==> config.mk <==
export PLATFORM = sky130hd
export DESIGN_NAME = port_rx_endpoint
export DESIGN_NICKNAME = d
export VERILOG_FILES = /design/src/rtl/packet_pkg.sv /design/src/rtl/rx_queue.sv /design/src/rtl/port_rx_endpoint.sv
export SDC_FILE = /design/constraint.sdc
export NUM_CORES = 1
export LEC_CHECK = 0
export CAP_MARGIN = 20
export CELL_PAD_IN_SITES_DETAIL_PLACEMENT = 0
export CELL_PAD_IN_SITES_GLOBAL_PLACEMENT = 1
export CORE_MARGIN = 5
export CORE_UTILIZATION = 41
export DETAILED_ROUTE_END_ITERATION = 8
export HOLD_SLACK_MARGIN = 0.12
export PLACE_DENSITY_LB_ADDON = 0.12
export SETUP_SLACK_MARGIN = 0.1
export SYNTH_ARGS = -nofsm -noshare
export SYNTH_HDL_FRONTEND = slang
export SYNTH_SLANG_ARGS = --single-unit
==> constraint.sdc <==
create_clock -name clk -period 2.2 [get_ports clk]
set_input_delay 0.66 -clock clk [delete_from_list [all_inputs] [get_ports clk]]
set_output_delay 0.66 -clock clk [all_outputs]
set_load 0.1 [all_outputs]
==> src/rtl/packet_pkg.sv <==
`default_nettype none
// ============================================================================
//  packet_pkg
//  Shared packet types, widths and header-check helpers for the switch egress.
//  Revision: 1.0
// ============================================================================
package packet_pkg;

    localparam int NUM_PORTS = 4;
    localparam int CNT_W     = 16;

    localparam logic [CNT_W-1:0] CNT_ONE = {{(CNT_W-1){1'b0}}, 1'b1};

    typedef enum logic [1:0] {
        UNICAST   = 2'b00,
        MULTICAST = 2'b01,
        BROADCAST = 2'b10,
        RESERVED  = 2'b11
    } pkt_type_e;

    typedef enum logic [0:0] {
        ST_EMPTY = 1'b0,
        ST_HOLD  = 1'b1
    } rx_state_e;

    function automatic logic [2:0] popcount4(input logic [NUM_PORTS-1:0] v);
        logic [2:0] n;
        n = '0;
        for (int i = 0; i < NUM_PORTS; i++) begin
            n = n + {2'b00, v[i]};
        end
        return n;
    endfunction

    // Destination must include us, source must be a single other port,
    // and the mask shape must match the packet type.
    function automatic logic hdr_legal(input logic [1:0]           port_id,
                                       input logic [NUM_PORTS-1:0] src,
                                       input logic [NUM_PORTS-1:0] tgt,
                                       input logic [1:0]           typ);
        logic [2:0] n_tgt;
        logic       ok;
        n_tgt = popcount4(tgt);
        ok    = tgt[port_id] && (popcount4(src) == 3'd1) && !src[port_id];
        case (pkt_type_e'(typ))
            UNICAST:   ok = ok && (n_tgt == 3'd1);
            MULTICAST: ok = ok && (n_tgt >= 3'd2) && (tgt != {NUM_PORTS{1'b1}});
            BROADCAST: ok = ok && (tgt == {NUM_PORTS{1'b1}});
            default:   ok = 1'b0;
        endcase
        return ok;
    endfunction

    function automatic logic [CNT_W-1:0] sat_inc(input logic [CNT_W-1:0] v);
        return (&v) ? v : v + CNT_ONE;
    endfunction

endpackage
`default_nettype wire

==> src/rtl/rx_queue.sv <==
`default_nettype none
// ============================================================================
//  rx_queue
//  First-word-fall-through FIFO whose head word is held in a register.
//  Revision: 1.0
// ============================================================================
module rx_queue
    import packet_pkg::*;
#(
    parameter int DEPTH = 4,
    parameter int WIDTH = 22
) (
    input  logic                     clk,
    input  logic                     rst_n,
    input  logic                     push,
    input  logic                     pop,
    input  logic [WIDTH-1:0]         din,
    output logic                     full,
    output logic                     empty,
    output logic [$clog2(DEPTH):0]   count,
    output logic [WIDTH-1:0]         head
);

    localparam int PTR_W = $clog2(DEPTH);

    localparam logic [PTR_W-1:0] c_ptr_one     = PTR_W'(1);
    localparam logic [PTR_W:0]   c_count_one   = (PTR_W+1)'(1);
    localparam logic [PTR_W:0]   c_count_depth = (PTR_W+1)'(DEPTH);

    logic [WIDTH-1:0] r_mem [DEPTH];
    logic [PTR_W-1:0] r_rd_ptr;
    logic [PTR_W-1:0] r_wr_ptr;
    logic [PTR_W:0]   r_count;
    logic [WIDTH-1:0] r_head;
    logic             w_push;
    logic             w_pop;

    assign full   = (r_count == c_count_depth);
    assign empty  = (r_count == '0);
    assign w_pop  = pop && !empty;
    assign w_push = push && (!full || w_pop);
    assign count  = r_count;
    assign head   = r_head;

    always_ff @(posedge clk) begin
        if (w_push) begin
            r_mem[r_wr_ptr] <= din;
        end
    end

    always_ff @(posedge clk or negedge rst_n) begin
        if (!rst_n) begin
            r_rd_ptr <= '0;
            r_wr_ptr <= '0;
            r_count  <= '0;
            r_head   <= '0;
        end else begin
            if (w_push) begin
                r_wr_ptr <= r_wr_ptr + c_ptr_one;
            end
            if (w_pop) begin
                r_rd_ptr <= r_rd_ptr + c_ptr_one;
            end
            case ({w_push, w_pop})
                2'b10:   r_count <= r_count + c_count_one;
                2'b01:   r_count <= r_count - c_count_one;
                default: r_count <= r_count;
            endcase
            // Head comes straight from din when the queue is (or becomes) empty,
            // otherwise from the next stored entry after a pop.
            if (empty || (w_pop && (r_count == c_count_one))) begin
                if (w_push) begin
                    r_head <= din;
                end
            end else if (w_pop) begin
                r_head <= r_mem[r_rd_ptr + c_ptr_one];
            end
        end
    end

endmodule
`default_nettype wire

==> src/rtl/port_rx_endpoint.sv <==
`default_nettype none
// ============================================================================
//  port_rx_endpoint
//  Egress receiver: header check, receive queue, consumer handshake, stats.
//  Optional per-type / per-source counters when RX_STATS_EN is defined.
//  Revision: 1.0
// ============================================================================
module port_rx_endpoint
    import packet_pkg::*;
#(
    parameter int PORT_ID   = 0,
    parameter int DEPTH     = 4,
    parameter int PAYLOAD_W = 16
) (
    input  logic                 clk,
    input  logic                 rst_n,
    input  logic                 valid_in,
    input  logic [3:0]           source_in,
    input  logic [3:0]           target_in,
    input  logic [1:0]           type_in,
    input  logic [PAYLOAD_W-1:0] data_in,
    output logic                 rx_valid,
    input  logic                 rx_ready,
    output logic [3:0]           rx_source,
    output logic [1:0]           rx_type,
    output logic [PAYLOAD_W-1:0] rx_data,
    output logic                 err_pulse,
    output logic                 ovf_pulse,
    input  logic                 stats_clr,
    output logic [15:0]          rx_cnt,
    output logic [15:0]          err_cnt,
    output logic [15:0]          drop_cnt
`ifdef RX_STATS_EN
    ,
    output logic [15:0]          type_cnt0,
    output logic [15:0]          type_cnt1,
    output logic [15:0]          type_cnt2,
    output logic [15:0]          type_cnt3,
    output logic [15:0]          src_cnt0,
    output logic [15:0]          src_cnt1,
    output logic [15:0]          src_cnt2,
    output logic [15:0]          src_cnt3
`endif
);

    localparam int                 c_q_w       = NUM_PORTS + 2 + PAYLOAD_W;
    localparam logic [1:0]         c_port      = 2'(PORT_ID);
    localparam logic [$clog2(DEPTH):0] c_count_one = ($clog2(DEPTH)+1)'(1);

    rx_state_e              r_state;
    logic                   r_err_pulse;
    logic                   r_ovf_pulse;
    logic [CNT_W-1:0]       r_rx_cnt;
    logic [CNT_W-1:0]       r_err_cnt;
    logic [CNT_W-1:0]       r_drop_cnt;

    logic                   w_legal;
    logic                   w_err;
    logic                   w_pop;
    logic                   w_push;
    logic                   w_drop;
    logic                   w_full;
    logic                   w_empty;
    logic [$clog2(DEPTH):0] w_count;
    logic [c_q_w-1:0]       w_head;

    assign w_legal = valid_in && hdr_legal(c_port, source_in, target_in, type_in);
    assign w_err   = valid_in && !w_legal;
    assign w_pop   = (r_state == ST_HOLD) && rx_ready && !w_empty;
    // A full queue still accepts when the head leaves on the same edge.
    assign w_push  = w_legal && (!w_full || w_pop);
    assign w_drop  = w_legal && w_full && !w_pop;

    rx_queue #(
        .DEPTH (DEPTH),
        .WIDTH (c_q_w)
    ) u_rx_queue (
        .clk   (clk),
        .rst_n (rst_n),
        .push  (w_push),
        .pop   (w_pop),
        .din   ({source_in, type_in, data_in}),
        .full  (w_full),
        .empty (w_empty),
        .count (w_count),
        .head  (w_head)
    );

    always_ff @(posedge clk or negedge rst_n) begin
        if (!rst_n) begin
            r_state <= ST_EMPTY;
        end else begin
            case (r_state)
                ST_EMPTY: begin
                    if (w_push) begin
                        r_state <= ST_HOLD;
                    end
                end
                ST_HOLD: begin
                    if (w_pop && !w_push && (w_count == c_count_one)) begin
                        r_state <= ST_EMPTY;
                    end
                end
                default: r_state <= ST_EMPTY;
            endcase
        end
    end

    always_ff @(posedge clk or negedge rst_n) begin
        if (!rst_n) begin
            r_err_pulse <= 1'b0;
            r_ovf_pulse <= 1'b0;
            r_rx_cnt    <= '0;
            r_err_cnt   <= '0;
            r_drop_cnt  <= '0;
        end else begin
            r_err_pulse <= w_err;
            r_ovf_pulse <= w_drop;
            if (stats_clr) begin
                r_rx_cnt   <= '0;
                r_err_cnt  <= '0;
                r_drop_cnt <= '0;
            end else begin
                if (w_push) r_rx_cnt   <= sat_inc(r_rx_cnt);
                if (w_err)  r_err_cnt  <= sat_inc(r_err_cnt);
                if (w_drop) r_drop_cnt <= sat_inc(r_drop_cnt);
            end
        end
    end

    assign rx_valid                     = (r_state == ST_HOLD);
    assign {rx_source, rx_type, rx_data} = w_head;
    assign err_pulse                    = r_err_pulse;
    assign ovf_pulse                    = r_ovf_pulse;
    assign rx_cnt                       = r_rx_cnt;
    assign err_cnt                      = r_err_cnt;
    assign drop_cnt                     = r_drop_cnt;

`ifdef RX_STATS_EN
    logic [CNT_W-1:0] r_type_cnt [NUM_PORTS];
    logic [CNT_W-1:0] r_src_cnt  [NUM_PORTS];

    always_ff @(posedge clk or negedge rst_n) begin
        if (!rst_n) begin
            for (int i = 0; i < NUM_PORTS; i++) begin
                r_type_cnt[i] <= '0;
                r_src_cnt[i]  <= '0;
            end
        end else if (stats_clr) begin
            for (int i = 0; i < NUM_PORTS; i++) begin
                r_type_cnt[i] <= '0;
                r_src_cnt[i]  <= '0;
            end
        end else if (w_push) begin
            for (int i = 0; i < NUM_PORTS; i++) begin
                if (type_in == 2'(i)) r_type_cnt[i] <= sat_inc(r_type_cnt[i]);
                if (source_in[i])     r_src_cnt[i]  <= sat_inc(r_src_cnt[i]);
            end
        end
    end

    assign type_cnt0 = r_type_cnt[0];
    assign type_cnt1 = r_type_cnt[1];
    assign type_cnt2 = r_type_cnt[2];
    assign type_cnt3 = r_type_cnt[3];
    assign src_cnt0  = r_src_cnt[0];
    assign src_cnt1  = r_src_cnt[1];
    assign src_cnt2  = r_src_cnt[2];
    assign src_cnt3  = r_src_cnt[3];
`endif

endmodule
`default_nettype wire

==> results of run 1 <==
==> cells in the final DEF, fill, tap and decap left out, types with 16 or more instances in the layout <==
cell | synthesis | routed
inv_1 | 26 | 20
nor2_1 | 33 | 28
buf_4 | 0 | 94
a21oi_2 | 0 | 18
buf_12 | 0 | 73
clkbuf_16 | 0 | 21
dfrtp_1 | 80 | 80
clkdlybuf4s50_1 | 0 | 22
a21oi_1 | 34 | 16
edfxtp_1 | 88 | 88
mux4_2 | 22 | 22
buf_6 | 2 | 28
mux2_2 | 56 | 26
nand3_1 | 18 | 18
mux2_4 | 0 | 30
nand2_1 | 22 | 22
==> registers in the layout (all words and copies together) (netlist names) <==
register and flops:
rx_cnt 16, u_rx_queue.r_rd_ptr 2, u_rx_queue.count 3, err_cnt 16
err_pulse 1, rx_valid 1, drop_cnt 16, u_rx_queue.r_mem 88
ovf_pulse 1, u_rx_queue.r_wr_ptr 2, u_rx_queue.head 22
==> stage by stage <==
step,hold slack (ns),util (%),instances
2_1_floorplan,0.364,-,585
3_3_place_gp,0.489,56.6,1012
3_5_place_dp,0.496,56.6,1012
4_1_cts,0.172,62.2,1069
5_1_grt,0.182,65.0,1082
6_report,0.153,65.0,1082
==> timing repair <==
action                     in CTS  in global routing
pin swaps                      29                 33
gates resized for setup        74                 95
setup endpoints to repair     166                166
setup buffers                  20                 11
cloned                          5                  6
==> worst max-delay path: stages <==
cell and delay, ns:
buf_8 0.08, inv_4 0.03, fa_1 0.54, inv_2 0.05
ha_4 0.16, ha_4 0.15, or4b_4 0.49, o32ai_4 0.18
buf_6 0.16, o21ai_4 0.09, nor2_4 0.20, buf_6 0.13
and2_4 0.20, clkbuf_16 0.17
==> cells in the mapped netlist (all sizes together), types with 3 or more instances <==
cell type and number:
buf 10, o21ai 12, and2 6, mux2i 3, nor2b 10, xnor2 5
ha 18, inv 26, or3 8, nand2b 4, nand2 22, o2111ai 4
dfrtp 80, and4 4, a31oi 3, nor4 5, o31ai 19, clkbuf 19
nand3 18, nor2 33, a21oi 34, nand4 10, mux2 56, nor3 8
mux4 22, and3 7, edfxtp 88, or4 20
==> power by group through the flow <==
stage | logic, uW | registers [uW] | clock network, uW
global route | 452 | 3320 | 3110
global placement | 340 | 3390 | 0
floorplan | 110 | 3420 | 0
CTS | 391 | 3320 | 2980
finish | 416 | 3320 | 2920
detailed placement | 346 | 3390 | 0
==> worst max path at each step <==
stage,end,slack (ns)
3_3_place_gp,u_rx_queue.count[2],-1.78
3_5_place_dp,u_rx_queue.count[2],-1.81
5_1_grt,u_rx_queue.r_mem[3][9],-1.0
2_1_floorplan,u_rx_queue.count[2],-1.06
6_report,u_rx_queue.r_mem[3][2],-0.94
4_1_cts,drop_cnt[15],-0.92
==> metal layers <==
layer  GRT usage [%]  up-vias
met3            4.44       25
met5               0        -
met4            5.72        0
met1            22.2     2955
li1                -     2696
met2            32.9      136
==> cells by family after synthesis <==
| kind of cell | synth area share (%) |
|---|---|
| mux | 14.6 |
| flops | 58.8 |
| xor+xnor | 0.776 |
| buf+inv | 2.90 |
| fa+ha+maj | 3.36 |
| simple gates | 11.6 |
| compound gates | 8.00 |
==> cell type report <==
type	instances	area, um^2
Tap cell	260	325
Fill cell	1383	6590
Inverter	26	110
Sequential cell	168	4640
Multi-Input combinational cell	362	3610
Timing Repair Buffer	234	2980
Clock inverter	14	139
Clock buffer	18	429
==> summary.txt, run 1 <==
Run status
  • Status: complete, but fails checks
  • Failing checks: setup timing

Setup path
  • Startpoint types: input port
  • Worst R2R Start: u_rx_queue.count[1]
  • Required time worst endpoint: 2.35 ns
  • Reg2Reg Setup Slack: 0.01 ns
  • Worst Path Max Fanout: 6
  • Critical Path Source: target_in[1]
  • CP Capture Type: flip-flop
  • R2R depth: 8
  • CP arrival: 3.29 ns
  • CP Class: input port to flip-flop
  • Critical R2R Capture: drop_cnt[15]

Finish
  • Proportion of layout cells with a drive suffix above 1: between 50% and 60%
  • Diode count: 0
  • Design area: 12,200 um^2
  • Layout overhead on the synthesized area: 54.9%
  • Nets: 860

Power and ir drop
  • Gate power share: 6.3%
  • Total chip power: 6650 uW
  • Static leakage: slightly below 0.005 uW
  • Switching power: 1560 uW
  • Int Pwr: 5090 uW
  • Pwr Density: 544 nW/um^2
  • VDD IR max: 542 uV
  • Clock share of power: 43.8%
  • Switching Fraction: a little under a quarter
  • Seq pwr share: approximately 50%

Clock network
  • Htree depth: 4
  • CTS clk-pin slew, worst paths: 0.07 ns
  • Clock insertion delay at the later pin of the skew report: 0.43 ns
  • Root Driver: clkbuf_16
  • Clk buf depth: 2
  • Clock sinks: 168
  • CTS tree: done
  • CTS Buf Count: 17
  • # hold bufs at CTS: 0

Place
  • DP Worst Slack: -1.81 ns
  • PortBufs: 103
  • Final GP Congestion: 0.820
  • DP Wirelength: roughly 14 mm
  • Placement Cell Area: 10,700 um^2

Routing
  • Uppermost layer routed: met4
  • DRC: 0
  • DR vias/cell: approximately 5.4
  • DR vias: around 5,800
  • DRT antenna net count: 0
  • Post-DR wirelength/cell: 19.4 um
  • 1st-iter DRT viols: 312
  • Met2 wire len: 11.2 mm
  • TritonRoute pass-1 iters: 4
  • Routed wl met3: 913 um
  • WL final: around 21 mm
  • WL met1: approximately 8.6 mm

Floorplanning
  • # IOs: 104
  • Starting Density: 42.0%
  • Die H: between 100 and 150 um
  • Die width: 149 um
  • Die area: 22,100 um^2
  • Core Footprint: 18,800 um^2
  • Site Rows: 50

GRT
  • Initial antenna violation count: 0
  • First-pass GRT wire length: 32.4 mm
  • Pin count of the biggest net entering global routing: 36
  • Number of global-route vias before repair: a little over 6,000
  • Grt ovf: 0
  • Tot GR Track Use: 18.5%

Synth
  • Synth area leaders: edfxtp_1 (33%), dfrtp_1 (25%), mux2_2 (8.0%), mux4_2 (6.3%), ha_1 (2.9%)
  • Ys flop type: edfxtp_1
  • Syn Nets: 636
  • Cells after Synth: about 590
  • Post-synth EDFFs: 88
  • Post-synthesis sequential area ratio: 58.8%
  • Yosys top cell area share: between 30% and 40%
  • Yosys reg bits: 168
  • Post-Syn Area per Cell: ~14 um^2
  • Synth warn: 0
  • Post-synth top area cell: edfxtp_1
  • Async S/R FF share, synth: 47.6%
  • Distinct cells, synth: 53
  • Syn Std Cell Area: just under 8000 um^2

STA
  • Max-slew headroom: about two thirds
  • FMAX: roughly 320 MHz
  • Clk_skew: 0.0116 ns
  • Final Hold Fails: 0
  • RSZ-0062 raised after global routing: yes
  • Endpoints failing setup: between 150 and 200
  • Worst-Margin Slew: 0.488 ns
  • Crit path time final: between 3 and 4 ns
  • Fin crit share: 143%
  • Final Max Tran Viols: 0
  • Final WS setup: -0.939 ns
  • Setup_tns: -139.67 ns

Run
  • Number of max-cap violations: 0

Min path
  • Hold Path Class: input port to async pin
Note: power is estimated with default switching activity, not from simulation.
==> run 2, diff against run 1 <==
--- a/config.mk
+++ b/config.mk
@@ -12,6 +12,7 @@
 export CORE_UTILIZATION = 41
 export DETAILED_ROUTE_END_ITERATION = 8
 export HOLD_SLACK_MARGIN = 0.12
+export MAX_ROUTING_LAYER = met4
 export PLACE_DENSITY_LB_ADDON = 0.12
 export SETUP_SLACK_MARGIN = 0.1
 export SYNTH_ARGS = -nofsm -noshare
==> run 2 against run 1 <==
  * The flow still finishes with violations (setup timing)
  * Final cell count unchanged
  * Worst hold slack better by 0.0028 ns
  * Sequential cell count unchanged
  * Power about the same
  * Final area did not move
  * Largest power group unchanged
==> summary.txt, run 2 (synthesized netlist as in run 1, its figures left out) <==
Setup path
  • R2R depth: 8 (unchanged)
  • Reg2Reg Setup Slack: 0 ns (was 0.01 ns)
  • Required time worst endpoint: 2.35 ns (about the same)
  • Crit path max-delay cell type: fa_1 (unchanged)
  • Worst Path Max Fanout: 6 (unchanged)
  • Sequence of cells on the critical path: buf_8, inv_4, fa_1, inv_2, ha_4, ha_4, or4b_4, o32ai_4, buf_6, o21ai_4, nor2_4, buf_6, and2_4, clkbuf_16 (unchanged)
  • CP Capture Type: flip-flop (unchanged)
  • Critical R2R Capture: drop_cnt[15] (unchanged)
  • Worst R2R Start: u_rx_queue.count[1] (unchanged)
  • Slowest stage delay, CP: 0.54 ns (about the same)
  • CP arrival: 3.28 ns (was 3.29 ns)
  • Startpoint types: input port (unchanged)
  • CP Class: input port to flip-flop (unchanged)

Routing
  • WL final: 20.8 mm (was 21.0 mm)
  • DR vias/cell: 5.39 (was 5.37)
  • Post-DR wirelength/cell: 19.3 um (was 19.4 um)
  • DR vias: 5,832 (was 5,812)
  • DRT antenna net count: 0 (unchanged)
  • 1st-iter DRT viols: 293 (was 312)
  • TritonRoute pass-1 iters: 4 (unchanged)
  • DRC: 0 (unchanged)

Power and ir drop
  • Int Pwr: 5090 uW (about the same)
  • Seq pwr share: 49.9% (about the same)
  • Static leakage: 0.00485 uW (unchanged)
  • Gate power share: 6.3% (about the same)
  • VDD IR max: 536 uV (was 542 uV)
  • Clock share of power: 43.8% (about the same)
  • Pwr Density: 543 nW/um^2 (was 544 nW/um^2)
  • Switching Fraction: 23.4% (was 23.5%)
  • Switching power: 1560 uW (about the same)

Finish
  • Top reg by flops: u_rx_queue.r_mem (unchanged)
  • Nets: 860 (unchanged)
  • Diode count: 0 (unchanged)
  • Max reg flops: 88 (unchanged)
  • Layout overhead on the synthesized area: 54.9% (unchanged)
  • Fill cells: 1,382 (was 1,383)
  • Proportion of layout cells with a drive suffix above 1: 50.1% (unchanged)
  • Commonest cells after routing, fill and taps aside: buf_4 (94), edfxtp_1 (88), dfrtp_1 (80) (unchanged)
  • Commonest non-fill, non-tap cell in the layout: buf_4 (unchanged)

Clock network
  • Clk buf depth: 2 (unchanged)
  • Root Driver: clkbuf_16 (unchanged)
  • CTS Buf Count: 17 (unchanged)
  • Clock insertion delay at the later pin of the skew report: 0.43 ns (about the same)
  • # hold bufs at CTS: 0 (unchanged)
  • CTS tree: done (unchanged)
  • Htree depth: 4 (unchanged)
  • CTS clk-pin slew, worst paths: 0.07 ns (about the same)
  • Clock sinks: 168 (unchanged)

STA
  • Crit path time final: 3.14 ns (about the same)
  • Clk_skew: 0.0113 ns (was 0.0116 ns)
  • Worst hold slack: 0.156 ns (was 0.153 ns)
  • Max-slew headroom: 67.3% (about the same)
  • Fin crit share: 143% (about the same)
  • Setup_tns: -139.67 ns (about the same)
  • Endpoints failing setup: 166 (unchanged)
  • Final WS setup: -0.938 ns (was -0.939 ns)
  • Final Hold Fails: 0 (unchanged)
  • Final Max Tran Viols: 0 (unchanged)
  • FMAX: 319 MHz (about the same)
  • Worst-Margin Slew: 0.488 ns (about the same)
  • RSZ-0062 raised after global routing: yes (unchanged)

GRT
  • Initial antenna violation count: 0 (unchanged)
  • Grt ovf: 0 (unchanged)
  • Pin count of the biggest net entering global routing: 36 (unchanged)
  • Number of global-route vias before repair: 6,174 (was 6,166)
  • First-pass GRT wire length: 32.3 mm (was 32.4 mm)
  • Tot GR Track Use: 19.0% (was 18.5%)

Run status
  • Failing checks: setup timing (unchanged)
  • Status: complete, but fails checks (unchanged)

Place
  • PortBufs: 103 (unchanged)
  • DP Wirelength: 13.8 mm (unchanged)
  • DP Worst Slack: -1.81 ns (unchanged)
  • Final GP Congestion: 0.832 (was 0.820)

Floorplanning
  • Die H: 149 um (unchanged)
  • Site Rows: 50 (unchanged)
  • # IOs: 104 (unchanged)
  • Core Footprint: 18,800 um^2 (unchanged)
  • Starting Density: 42.0% (unchanged)
  • Die area: 22,100 um^2 (unchanged)
  • Die width: 149 um (unchanged)

Min path
  • Hold Path Class: input port to async pin (unchanged)

Run
  • Number of max-cap violations: 0 (unchanged)
run 2: cell counts in the layout (fill, tap and decap cells not counted):
Identical to the previous run, type by type.
run 2: through the flow:
step	instance area, um^2	util, %	total power (uW)	cells
after floorplan	8080	-	3530	585
after global placement	10700	56.6	3730	1012
after detailed placement	10700	56.6	3730	1012
after CTS	11700	62.2	6690	1069
after global routing	12200	65.0	6870	1082
final	12200	65.0	6650	1082
run 2: cell type report:
type / instances / area (um^2) / area share, %
sequential: 168 / 4640 / 38.0
multi-input combinational: 362 / 3610 / 29.5
timing repair buffer: 234 / 2980 / 24.4
clock buffer: 18 / 429 / 3.51
tap: 260 / 325 / 2.66
clock inverter: 14 / 139 / 1.13
inverter: 26 / 110 / 0.900
run 2: power by group through the flow:
stage / clock network (uW) / registers, uW / logic [uW]
finish: 2910 / 3320 / 416
global route: 3100 / 3320 / 452
CTS: 2980 / 3320 / 391
detailed placement: 0 / 3390 / 346
global placement: 0 / 3390 / 340
floorplan: 0 / 3420 / 110
run 2: routing by layer:
metal  global-route usage, %  share of wire, %
met4                    4.76               1.4
met3                    4.89               4.5
met1                    22.2                41
met2                    32.8                53
met5                       -                 0
run 2: worst max path at each step:
stage               depth (start not counted)                 endpoint  slack, ns          from
floorplan                                  14      u_rx_queue.count[2]      -1.06  target_in[0]
global placement                           15      u_rx_queue.count[2]      -1.78  target_in[0]
detailed placement                         15      u_rx_queue.count[2]      -1.81  target_in[0]
CTS                                        12             drop_cnt[15]      -0.92  target_in[0]
global route                               14  u_rx_queue.r_mem[3][14]       -1.0  target_in[1]
finish                                     14   u_rx_queue.r_mem[3][2]      -0.94  target_in[1]
run 2: timing repair:
action / 4_1_cts / 5_1_grt
cloned: 5 / 6
pin swaps: 29 / 33
buffers inserted: 20 / 11
setup endpoints to repair: 166 / 166
resized for setup: 74 / 95
run 2: critical path, delay by kind of cell:
family,cells,cell delay [ns]
AO/OA/AOI/OAI,2,0.27
adder cells (fa/ha/maj),3,0.85
buffers and inverters,6,0.61
AND/OR/NAND/NOR,3,0.89
==> run 3, diff against run 2 <==
--- a/config.mk
+++ b/config.mk
@@ -8,7 +8,7 @@
 export CAP_MARGIN = 20
 export CELL_PAD_IN_SITES_DETAIL_PLACEMENT = 0
 export CELL_PAD_IN_SITES_GLOBAL_PLACEMENT = 1
-export CORE_MARGIN = 5
+export CORE_MARGIN = 10
 export CORE_UTILIZATION = 41
 export DETAILED_ROUTE_END_ITERATION = 8
 export HOLD_SLACK_MARGIN = 0.12
==> run 3 against run 2 <==
  * The flow still finishes with violations (setup timing)
  * Fmax is 0.24% lower
  * Non-clock buffer count fell by 7
  * Final cell count shrank 0.65%
  * Clock skew up 0.0036 ns
  * Wire length grew 0.96%
  * Sequential cell count stayed put
  * Sequential share of layout area rose by 0.82 points
  * Sequential power about the same
  * Worst hold slack gained 0.059 ns
  * Critical path depth is 1 higher
  * Critical path type unchanged
  * Critical endpoint is now u_rx_queue.head[6]
  * Highest routed layer unchanged
==> summary.txt, run 3 (synthesized netlist as in run 1, its figures left out) <==
Setup path
  • CP Capture Type: flip-flop (unchanged)
  • Required time worst endpoint: 2.50 ns (was 2.35 ns)
  • CP Class: input port to flip-flop (unchanged)
  • Worst Path Max Fanout: 5 (was 6)
  • Startpoint types: input port (unchanged)
  • Critical Path Source: target_in[0] (was target_in[1])
  • CP arrival: 3.45 ns (was 3.28 ns)
  • Worst R2R Start: u_rx_queue.count[0] (was u_rx_queue.count[1])

Run status
  • Status: complete, but fails checks (unchanged)
  • Failing checks: setup timing (unchanged)

Routing
  • Uppermost layer routed: met4 (unchanged)
  • DR vias: 5,717 (was 5,832)
  • DRT antenna net count: 0 (unchanged)
  • Post-DR wirelength/cell: 19.6 um (was 19.3 um)
  • DR vias/cell: 5.32 (was 5.39)
  • WL met1: 8.92 mm (was 8.54 mm)
  • 1st-iter DRT viols: 292 (was 293)
  • Met2 wire len: 10.8 mm (was 11.1 mm)
  • TritonRoute pass-1 iters: 5 (was 4)
  • WL final: 21.0 mm (was 20.8 mm)
  • DRC: 0 (unchanged)
  • Routed wl met3: 1.06 mm (was 940 um)

Run
  • Number of max-cap violations: 0 (unchanged)

Place
  • DP Wirelength: 13.8 mm (about the same)
  • Final GP Congestion: 0.799 (was 0.832)
  • PortBufs: 103 (unchanged)

Clock network
  • CTS tree: done (unchanged)
  • CTS Buf Count: 17 (unchanged)
  • Clock sinks: 168 (unchanged)
  • Clk buf depth: 2 (unchanged)
  • Clock insertion delay at the later pin of the skew report: 0.43 ns (about the same)
  • Root Driver: clkbuf_16 (unchanged)
  • CTS clk-pin slew, worst paths: 0.07 ns (about the same)
  • Htree depth: 4 (unchanged)

GRT
  • First-pass GRT wire length: 32.9 mm (was 32.3 mm)
  • Pin count of the biggest net entering global routing: 44 (was 36)
  • Grt ovf: 0 (unchanged)
  • Number of global-route vias before repair: 6,041 (was 6,174)
  • Tot GR Track Use: 16.7% (was 19.0%)
  • Initial antenna violation count: 0 (unchanged)

Floorplanning
  • Die H: 159 um (was 149 um)
  • Core Footprint: 18,800 um^2 (unchanged)
  • Site Rows: 50 (unchanged)
  • Die area: 25,200 um^2 (was 22,100 um^2)
  • # IOs: 104 (unchanged)
  • Starting Density: 42.0% (unchanged)
  • Die width: 159 um (was 149 um)

STA
  • FMAX: 318 MHz (was 319 MHz)
  • Final Max Tran Viols: 0 (unchanged)
  • Endpoints failing setup: 166 (unchanged)
  • RSZ-0062 raised after global routing: yes (unchanged)
  • Worst hold slack: 0.215 ns (was 0.156 ns)
  • Final Hold Fails: 0 (unchanged)
  • Max-slew headroom: 41.6% (was 67.3%)
  • Fin crit share: 143% (about the same)
  • Final WS setup: -0.945 ns (was -0.938 ns)
  • Clk_skew: 0.0149 ns (was 0.0113 ns)
  • Worst-Margin Slew: 0.877 ns (was 0.488 ns)
  • Crit path time final: 3.15 ns (was 3.14 ns)

Finish
  • Proportion of layout cells with a drive suffix above 1: 48.8% (was 50.1%)
  • Diode count: 0 (unchanged)
  • Fill cells: 1,426 (was 1,382)
  • Commonest cells after routing, fill and taps aside: buf_4 (97), edfxtp_1 (88), dfrtp_1 (80) (was buf_4 (94), edfxtp_1 (88), dfrtp_1 (80))
  • Core Util, Final: 63.6% (was 65.0%)
  • Top reg by flops: u_rx_queue.r_mem (unchanged)
  • Commonest non-fill, non-tap cell in the layout: buf_4 (unchanged)
  • Max reg flops: 88 (unchanged)
  • Nets: 853 (was 860)
  • Layout overhead on the synthesized area: 51.6% (was 54.9%)

Power and ir drop
  • Static leakage: 0.00470 uW (was 0.00485 uW)
  • VDD IR max: 467 uV (was 536 uV)
  • Pwr Density: 552 nW/um^2 (was 543 nW/um^2)

Min path
  • Hold Path Class: input port to async pin (unchanged)
==> run 3: cell types whose count changed in the layout (fill, tap and decap cells not counted), sizes merged <==
cell,delta
clkbuf,-1
inv,+1
buf,-6
clkinv,-2
clkdlybuf4s15,+1
clkinvlp,+1
dlygate4sd2,-1
==> run 3: final cells by class <==
type,count,area (um^2),area share [%]
clock buffer,18,429,3.58
clock inverter,14,139,1.16
inverter,26,108,0.898
multi-input combinational,362,3450,28.8
sequential,168,4640,38.8
tap,260,325,2.72
timing repair buffer,227,2880,24.0
==> run 3: timing repair <==
action | CTS | global route
setup endpoints to repair | 166 | 166
pin swaps | 16 | 27
hold buffers | 0 | 0
gates resized for setup | 68 | 53
buffers inserted | 18 | 10
cloned | 5 | 4
==> run 3: path summary, 6_finish.rpt <==
check / end / slack (ns) / depth (start not counted)
worst max-delay path: u_rx_queue.head[6] / -0.95 / 15
worst min-delay path: drop_cnt[7] / 0.21 / 1
worst max register to register: u_rx_queue.count[2] / -0.18 / 12
worst min register to register: u_rx_queue.head[11] / 0.51 / 1
max in group asynchronous: rx_cnt[6] / 1.41 / 2
min in group clk: u_rx_queue.r_mem[1][19] / 0.49 / 1
==> run 3: worst max-delay path, stage by stage <==
cell and delay [ns]:
buf_8 0.09, inv_8 0.03, fa_1 0.54, inv_2 0.04, ha_4 0.16, buf_4 0.13, inv_2 0.05, ha_4 0.19
nor3b_1 0.13, o2111a_2 0.32, o21ai_4 0.26, buf_4 0.16, a22o_4 0.18, clkbuf_16 0.18, mux2_2 0.33
==> run 3: where the power goes <==
part,total (uW),internal (uW),switching (uW)
logic,396,177,219
registers,3320,3320,3.17
clock network,2900,1590,1310
total,6610,5080,1530
==> run 3: stage by stage <==
| step | cell area [um^2] | worst slack (ns) | setup TNS (ns) | total power [uW] | std cells |
|---|---|---|---|---|---|
| after floorplan | 8080 | -1.06 | -162.54 | 3530 | 585 |
| after global placement | 10600 | -1.74 | -280.15 | 3730 | 1009 |
| after detailed placement | 10600 | -1.83 | -290.04 | 3740 | 1009 |
| after CTS | 11600 | -0.899 | -135.15 | 6670 | 1064 |
| after global routing | 12000 | -0.988 | -145.26 | 6840 | 1075 |
| final | 12000 | -0.945 | -136.99 | 6610 | 1075 |
==> run 3: metal layers <==
layer	vias to the layer above	track usage, %
met4	0	5.02
met3	16	3.72
met1	2880	20.2
met5	-	-
li1	2673	-
met2	148	27.4
